**config.mk**
```make
export PLATFORM = sky130hd
export DESIGN_NAME = mem_access_pipe
export DESIGN_NICKNAME = d
export VERILOG_FILES = /design/src/rtl/mem_pipe_pkg.sv /design/src/rtl/mem_access_pipe_pipe_reg.sv /design/src/rtl/mem_access_pipe.sv
export SDC_FILE = /design/constraint.sdc
export NUM_CORES = 1
export LEC_CHECK = 0
export ABC_AREA = 0
export CORE_MARGIN = 4
export CORE_UTILIZATION = 43
export DETAILED_ROUTE_END_ITERATION = 7
export PLACE_DENSITY = 0.95
export SYNTH_ARGS = -nofsm -noshare
export SYNTH_HDL_FRONTEND = slang
export SYNTH_SLANG_ARGS = --single-unit
```
**constraint.sdc**
```tcl
create_clock -name clk -period 4.9 [get_ports clk]
set_input_delay 0.98 -clock clk [delete_from_list [all_inputs] [get_ports clk]]
set_output_delay 0.98 -clock clk [all_outputs]
set_load 0.03 [all_outputs]
```
**src/rtl/mem_pipe_pkg.sv**
```systemverilog
// Shared types for the memory-access pipeline stage: FSM states, the held-op
// record, and the legal read-latency range.
package mem_pipe_pkg;

  localparam int RD_LAT_MIN    = 1;
  localparam int RD_LAT_MAX    = 4;
  // Data fields in the op record are sized for the widest supported datapath;
  // narrower instances zero-extend into them.
  localparam int OP_DATA_MAX_W = 32;

  typedef enum logic [1:0] {
    ST_IDLE = 2'd0,
    ST_HOLD = 2'd1,
    ST_LOAD = 2'd2
  } pipe_state_t;

  typedef struct packed {
    logic                     writeback_enable;
    logic                     mem_read_enable;
    logic                     mem_write_enable;
    logic [OP_DATA_MAX_W-1:0] alu_result;
    logic [OP_DATA_MAX_W-1:0] write_data;
  } op_t;

  // An op with both memory bits set is a store, so only a pure read is a load.
  function automatic logic is_load(input op_t op);
    return op.mem_read_enable && !op.mem_write_enable;
  endfunction

endpackage

```
**src/rtl/mem_access_pipe_pipe_reg.sv**
```systemverilog
// Generic stage register: async reset, synchronous clear, load enable.
module pipe_reg #(
  parameter int WIDTH = 8
) (
  input  logic             clk,
  input  logic             rst,
  input  logic             en,
  input  logic             clr,
  input  logic [WIDTH-1:0] d,
  output logic [WIDTH-1:0] q
);

  // Clear wins over load so a kill in the same cycle leaves the stage empty.
  always_ff @(posedge clk or posedge rst) begin
    if (rst) begin
      q <= '0;
    end else if (clr) begin
      q <= '0;
    end else if (en) begin
      q <= d;
    end
  end

endmodule

```
**src/rtl/mem_access_pipe.sv**
```systemverilog
// Memory-access pipeline stage: holds one op, drives the memory port, waits
// RD_LAT cycles for load data and presents the writeback result.
module mem_access_pipe
  import mem_pipe_pkg::*;
#(
  parameter int DATA_W = 24,
  parameter int ADDR_W = 17,
  parameter int RD_LAT = 2
) (
  input  logic              clk,
  input  logic              rst,
  input  logic              in_valid,
  output logic              in_ready,
  input  logic              writeback_enable,
  input  logic              mem_read_enable,
  input  logic              mem_write_enable,
  input  logic [DATA_W-1:0] alu_result,
  input  logic [DATA_W-1:0] write_data,
  input  logic              flush,
  output logic [ADDR_W-1:0] mem_addr,
  output logic              mem_rd,
  output logic              mem_wr,
  output logic [DATA_W-1:0] mem_wdata,
  input  logic [DATA_W-1:0] mem_rdata,
  output logic              out_valid,
  output logic              writeback_enable_out,
  output logic              mem_read_enable_out,
  output logic [DATA_W-1:0] result
);

  localparam int CNT_W = 3;

  if (RD_LAT < RD_LAT_MIN || RD_LAT > RD_LAT_MAX) begin : g_bad_rd_lat
    $error("mem_access_pipe: RD_LAT=%0d outside legal range", RD_LAT);
  end
  if (DATA_W > OP_DATA_MAX_W || DATA_W < 1) begin : g_bad_data_w
    $error("mem_access_pipe: DATA_W=%0d unsupported", DATA_W);
  end

  pipe_state_t      state;
  logic [CNT_W-1:0] cnt;
  op_t              op_p0;
  op_t              op_p1;
  logic             ready_slot;
  logic             capture;
  logic             load_done;

  // Incoming op packed into the shared record.
  always_comb begin
    op_p0                  = '0;
    op_p0.writeback_enable = writeback_enable;
    op_p0.mem_read_enable  = mem_read_enable;
    op_p0.mem_write_enable = mem_write_enable;
    op_p0.alu_result       = OP_DATA_MAX_W'(alu_result);
    op_p0.write_data       = OP_DATA_MAX_W'(write_data);
  end

  // The stage can take a new op when empty, when a non-load is retiring, or
  // on the cycle load data returns.
  assign load_done  = (state == ST_LOAD) && (cnt == '0);
  assign ready_slot = (state == ST_IDLE) || (state == ST_HOLD) || load_done;
  assign capture    = in_valid && ready_slot && !flush;
  assign in_ready   = ready_slot && !rst;

  // ---- stage p0 -> p1: op register
  pipe_reg #(
    .WIDTH($bits(op_t))
  ) u_op_reg (
    .clk (clk),
    .rst (rst),
    .en  (capture),
    .clr (flush),
    .d   (op_p0),
    .q   (op_p1)
  );

  // Control FSM and load-latency counter; flush returns to IDLE from anywhere.
  always_ff @(posedge clk or posedge rst) begin
    if (rst) begin
      state <= ST_IDLE;
      cnt   <= '0;
    end else if (flush) begin
      state <= ST_IDLE;
      cnt   <= '0;
    end else if (capture) begin
      if (is_load(op_p0)) begin
        state <= ST_LOAD;
        cnt   <= CNT_W'(RD_LAT);
      end else begin
        state <= ST_HOLD;
        cnt   <= '0;
      end
    end else if (ready_slot) begin
      state <= ST_IDLE;
      cnt   <= '0;
    end else begin
      cnt <= cnt - CNT_W'(1);
    end
  end

  // ---- stage p1: memory port and writeback outputs
  if (DATA_W >= ADDR_W) begin : g_addr_trunc
    assign mem_addr = op_p1.alu_result[ADDR_W-1:0];
  end else begin : g_addr_zext
    assign mem_addr = ADDR_W'(op_p1.alu_result[DATA_W-1:0]);
  end

  if (DATA_W < OP_DATA_MAX_W) begin : g_pad
    logic unused_pad;
    assign unused_pad = ^{op_p1.alu_result[OP_DATA_MAX_W-1:DATA_W],
                          op_p1.write_data[OP_DATA_MAX_W-1:DATA_W]};
  end

  assign mem_wdata = op_p1.write_data[DATA_W-1:0];

  // Output decode; flush suppresses every strobe in the cycle it is seen.
  always_comb begin
    mem_rd               = 1'b0;
    mem_wr               = 1'b0;
    out_valid            = 1'b0;
    writeback_enable_out = 1'b0;
    mem_read_enable_out  = 1'b0;
    result               = '0;
    if (!flush) begin
      mem_rd    = (state == ST_LOAD) && (cnt == CNT_W'(RD_LAT));
      mem_wr    = (state == ST_HOLD) && op_p1.mem_write_enable;
      out_valid = (state == ST_HOLD) || load_done;
    end
    if (out_valid) begin
      writeback_enable_out = op_p1.writeback_enable;
      mem_read_enable_out  = load_done;
      result               = load_done ? mem_rdata : op_p1.alu_result[DATA_W-1:0];
    end
  end

endmodule

```
## Word-level counts from Yosys, hierarchy flattened

Index checks and enable logic that the tools add are counted.

| storage, ports and cells | value |
|---|---|
| bits in registers | 72 |
| bits in latches | 0 |
| RAM bits | 0 |
| ROM bits | 0 |
| bits of input ports | 79 |
| output and inout bits | 71 |
| word-level logic and storage cells | 41 |
| memories | 0 |

| operators by class | value |
|---|---|
| add/sub/neg operators | 1 |
| $mul | 0 |
| divide/modulo/power cells | 0 |
| magnitude comparators | 0 |
| equality and inequality tests | 3 |
| shifts and indexed selects | 0 |
| muxes and demuxes | 17 |
| bitwise gates (word level) | 0 |
| reduce and logical (&&, ||, !) cells | 17 |

Operators with widths:

| cell | number |
|---|---|
| two-way mux 67 bit | 2 |
| two-way mux 24 bit | 2 |
| two-way mux 2 bit | 5 |
| two-way mux 3 bit | 3 |
| logical AND 1 bit | 7 |
| two-way mux 1 bit | 5 |
| == test 3 x 2 -> 1 bit, second input constant | 1 |
| logical NOT 1 bit | 3 |
| logical NOT 3 bit | 1 |
| logical OR 1 bit | 3 |
| nonzero test 3 bit | 1 |
| subtractor 3 x 1 -> 3 bit, second input constant | 1 |
| == test 2 x 1 -> 1 bit, second input constant | 1 |
| == test 2 bit, second input constant | 1 |
| logical NOT 2 bit | 1 |
| nonzero test 2 bit | 1 |

## Logic depth before layout (Yosys ltp)

| depth | value |
|---|---|
| word-level depth | 7 |
| depth in mapped cells | 8 |
| mapped depth without buffers | 6 |

## By module

From an unflattened synthesis, not the netlist that was laid out.

| second synthesis, totals | value |
|---|---|
| cell total of the unflattened synthesis | 282 |
| area total of the unflattened synthesis | 3,389.5 um2 |

Modules (own cells, without submodules):

| module | times used | cells each | area an instance (um2) | sequential area each (um2) |
|---|---|---|---|---|
| pipe_reg | 1 | 217 | 2,740.1 | 1,676.6 |
| mem_access_pipe | 1 | 65 | 649.4 | 125.1 |

## Worst setup path before layout

Ideal clock, no wire load.

| timing path | value |
|---|---|
| kind | reg2out |
| from | reg cnt[0] |
| to | out result[15] |
| arrival time | 1.833 ns |
| required time | 3.920 ns |
| path slack | 2.087 ns |
| stages on the path, launching flop included | 9 |
| buffers on the path | 2 |
| cells stage by stage | dfrtp_1 > inv_1 > ha_1 > ha_1 > and3b_1 > buf_2 > o21ai_4 > buf_4 > a21oi_1 |

| on the way | value |
|---|---|
| longest elaborated chain between the ends | 5 |
| elaborated cells between the ends (all ways) | 6 |
| those cells by class | mux: 3; reduce/logical: 3 |

RTL lines:

| what | line | RTL |
|---|---|---|
| start, declared | mem_access_pipe.sv:41 | `logic [CNT_W-1:0] cnt;` |
| start signal, assigned | mem_access_pipe.sv:88 | `cnt <= CNT_W'(RD_LAT);` |
| start signal, assigned | mem_access_pipe.sv:97 | `cnt <= cnt - CNT_W'(1);` |
| logical NOT 3 bit * | mem_access_pipe.sv:60 | `assign load_done = (state == ST_LOAD) && (cnt == '0);` |
| logical AND 1 bit * | mem_access_pipe.sv:60 |  |
| logical OR 1 bit | mem_access_pipe.sv:127 | `out_valid = (state == ST_HOLD) \|\| load_done;` |
| two-way mux 1 bit | mem_access_pipe.sv:124 | `if (!flush) begin` |
| two-way mux 24 bit * | mem_access_pipe.sv:129 | `if (out_valid) begin` |
| end, declared | mem_access_pipe.sv:28 | `output logic [DATA_W-1:0] result` |

Mark *: on every way between the ends. The rest lies on a longest branch, timed or not.

## Worst setup path after layout

| timing path | value |
|---|---|
| from | reg cnt[0] |
| to | out result[5] |

The elaborated chain is that of the path after synthesis.

==> summary by stage <==
Outcome
The run finished with clean final reports.

Global route
Global routing finished with a remaining overflow of 0. The number of global-route vias before repair is between 2000 and 2500. The number of antenna violations at the first check in global routing is 0.

Entering global routing, the biggest net connects 56 pins. The first global-routing pass estimated 11.3 mm of wire. The total routing usage reported by global routing is 18.3%.

Route
The via count is 2308. Summed over all layers, the routed wires come to approximately 7.5 mm. The pre-antenna-repair detailed-routing pass consisted of 4 iterations. The count of routing violations after the opening detailed-route iteration is 62.

The via count normalized by instance count is 5.16. For this run, design rule violations remaining after detail routing come to 0. The routed length per instance is roughly 17 um. The residual antenna-violating net count after detailed routing is 0.

Final layout
Relative to the synthesized area, the layout overhead comes to 45.0%. Of the cells placed in the final design, the portion with a size suffix greater than 1 is 17.6%. The number of nets in the layout is roughly 450.

The number of inserted diodes is 0.

Placed design
The final weighted congestion in routability-driven placement is 0.780. The count of buffers added on input and output ports is 149. The HPWL after detailed placement is 5.52 mm.

Clock network
In this run the deepest clock path goes through 2 buffers. CTS saw 55 sinks. After clock tree synthesis, the clock-pin slew on the worst setup and hold paths is 90 ps. The H-tree was split into 2 levels. The clock reaches the later pin of the worst-skew pair after 300 ps. The clock buffer count from CTS is 5.

Post-CTS timing repair inserted 0 buffers for setup. The number of hold buffers added after CTS was 0. The root buffer cell chosen for the clock tree is sky130_fd_sc_hd__clkbuf_8. The number of gates resized after CTS was 0.

The TritonCTS clock tree is built.

Setup path
The capturing element type of the critical path is a primary output. STA puts the critical path data arrival time at 3060 ps. STA puts the critical path data required time at between 3000 and 4000 ps. The sort of element at the start of the critical path is a register.

The critical path start-end classification is register to primary output. Along the worst path, the maximum fanout reaches 25.

Die
The initial core utilization is 44.6%. In this run the vertical extent of the chip is ~90 um. The core area is 6390 um2.

For this design the top-level I/O count stands at 150. From left edge to right edge, the die measures around 89 um. The area of the die is 7980 um2. The total number of placement rows is 29.

Logic synthesis
Summing every instance area after synthesis gives 2850 um2. Summing the sequential cell areas from Yosys gives 48.4% of the chip area. The area share of the leading cell type in the synthesized netlist is 48.4%. The synthesized design contains 0 enable-type register cells. sky130_fd_sc_hd__dfrtp_1 is the most common cell in the netlist.

After synthesis, the mean cell area works out to 10.5 um2. The synthesized instance count is 270. Among all flip-flop cells after synthesis, the most frequent one is sky130_fd_sc_hd__dfrtp_1. The post-synthesis register bit count is 55. Counting distinct cell types in the post-synthesis netlist gives 27. The synthesized net count is 352.

sky130_fd_sc_hd__dfrtp_1 takes more of the synthesized area than any other cell. Sorting the synthesized cells by how often they occur yields 55 x sky130_fd_sc_hd__dfrtp_1, 49 x sky130_fd_sc_hd__a22o_2, 49 x sky130_fd_sc_hd__nand2_1. The Yosys step of the flow raised 0 warnings. Counting flops with an async set or reset pin after synthesis yields a share of 100%. By area the synthesized netlist is led by sky130_fd_sc_hd__dfrtp_1 48%, sky130_fd_sc_hd__a22o_2 17%, sky130_fd_sc_hd__buf_4 11%.

Power and ir drop
The overall power of the completed layout is 1.04 mW. In this run the static leakage power is 1.72 nW. The maximum ir drop on the vdd rail is between 0.0001 and 0.00015 V. In this run the power density over the cells is 252 nW/um2.

Worst hold path
The type of the most critical hold path is register to register.

Timing
Setup repair after global routing left no endpoint under its margin. The worst path needs 4040 ps of the cycle, external delays included. Setup violations remaining at the end of the flow were counted as 0.

Headroom to the max-slew limit came out at 24.9%. Hold is met by approximately 470 ps. The final-report max-slew violation count came to 0. After layout, the worst path uses 82.5% of the clock period.

For the final routed database, the setup TNS stands at 0 ps. The worst clock skew on the final layout is 7.68 ps. The transition time at the pin with the least slew margin is 1120 ps. The total count of hold-check failures in the final report was 0.

Timing would allow up to between 200 and 250 MHz.

Flow run
The count of maximum capacitance violations is 0.
[flip-flops by register name, indices dropped and copies added (netlist names)]
register and flops:
u_op_reg.q 50, cnt 3, state 2
[cell usage in the layout, fill, tap and decap left out]
master                            instances
sky130_fd_sc_hd__nand3b_1                 1
sky130_fd_sc_hd__nor2_1                   6
sky130_fd_sc_hd__bufinv_16                1
sky130_fd_sc_hd__nand3_1                  1
sky130_fd_sc_hd__and3b_1                  1
sky130_fd_sc_hd__nor2b_1                  1
sky130_fd_sc_hd__o22ai_1                  1
sky130_fd_sc_hd__clkdlybuf4s50_1        149
sky130_fd_sc_hd__a21oi_1                 25
sky130_fd_sc_hd__nand2_1                 49
sky130_fd_sc_hd__clkinv_4                 1
sky130_fd_sc_hd__a22o_1                   1
sky130_fd_sc_hd__a32o_1                   1
sky130_fd_sc_hd__o21ai_4                  1
sky130_fd_sc_hd__nand2b_1                 1
sky130_fd_sc_hd__a211o_1                  1
sky130_fd_sc_hd__and4_1                   1
sky130_fd_sc_hd__inv_2                    2
sky130_fd_sc_hd__inv_1                    6
sky130_fd_sc_hd__o21ai_0                  1
sky130_fd_sc_hd__ha_1                     3
sky130_fd_sc_hd__nand2b_4                 1
sky130_fd_sc_hd__buf_4                    2
sky130_fd_sc_hd__nor3_1                   1
sky130_fd_sc_hd__clkbuf_8                 5
sky130_fd_sc_hd__clkinv_2                 1
sky130_fd_sc_hd__a31o_2                   1
sky130_fd_sc_hd__dfrtp_1                 55
sky130_fd_sc_hd__a211oi_4                 1
sky130_fd_sc_hd__a22o_2                  49
[per-stage QoR]
step / instance area (um2) / std cells / setup slack, ps / utilization, %
floorplan: 2850 / 270 / 2090 / -
global placement: 4010 / 439 / 1130 / 62.9
detailed placement: 4010 / 439 / 1060 / 62.9
CTS: 4130 / 447 / 853 / 64.6
global route: 4130 / 447 / 659 / 64.6
finish: 4130 / 447 / 858 / 64.6
[kinds of logic after synthesis]
| kind of cell | count (synthesis) | share of synthesized area [%] |
|---|---|---|
| adder cells (fa/ha/maj) | 3 | 1.32 |
| flip-flops | 55 | 48.4 |
| AO/OA/AOI/OAI | 82 | 24.6 |
| buffers and inverters | 67 | 16.3 |
| AND/OR/NAND/NOR | 63 | 9.41 |
[metal layers]
layer	wire length [um]	global-route usage, %
met1	3100	23.0
met3	588	4.79
met4	56	4.19
met5	0	0
met2	3730	31.5
[report_power, final]
group	total (mW)	leakage (nW)	internal [mW]	switching (mW)
Sequential	0.497	0.734	0.479	0.0183
Combinational	0.247	0.927	0.128	0.119
Clock	0.298	0.0581	0.152	0.146
Total	1.04	1.72	0.759	0.283
[cell type report]
cell class / instances / area [um2]
multi-input cells: 148 / 1000
well taps: 77 / 96.3
fillers: 526 / 2260
repair buffers: 151 / 1510
clock inverters: 3 / 43.8
inverters: 8 / 30.0
clock buffers: 5 / 68.8
flip-flops and latches: 55 / 1380
[final timing paths]
kind / start / slack [ps] / depth (start not counted) / endpoint
min: cnt[0] / 470 / 1 / cnt[0]
max reg2reg: cnt[0] / 2290 / 7 / u_op_reg.q[4]
max: cnt[0] / 860 / 7 / result[5]
min reg2reg: cnt[0] / 470 / 1 / cnt[0]
min in group asynchronous: rst / 1320 / 2 / state[1]
max in group asynchronous: rst / 2890 / 2 / u_op_reg.q[44]
[critical path, cell delays in order (launching register included)]
cell                              delay (ps)
sky130_fd_sc_hd__dfrtp_1                 370
sky130_fd_sc_hd__inv_1                    70
sky130_fd_sc_hd__ha_1                    210
sky130_fd_sc_hd__ha_1                    250
sky130_fd_sc_hd__nand3b_1                790
sky130_fd_sc_hd__nand2_1                 130
sky130_fd_sc_hd__a21oi_1                 240
sky130_fd_sc_hd__clkdlybuf4s50_1         700
(Power assumes the default switching activity.)
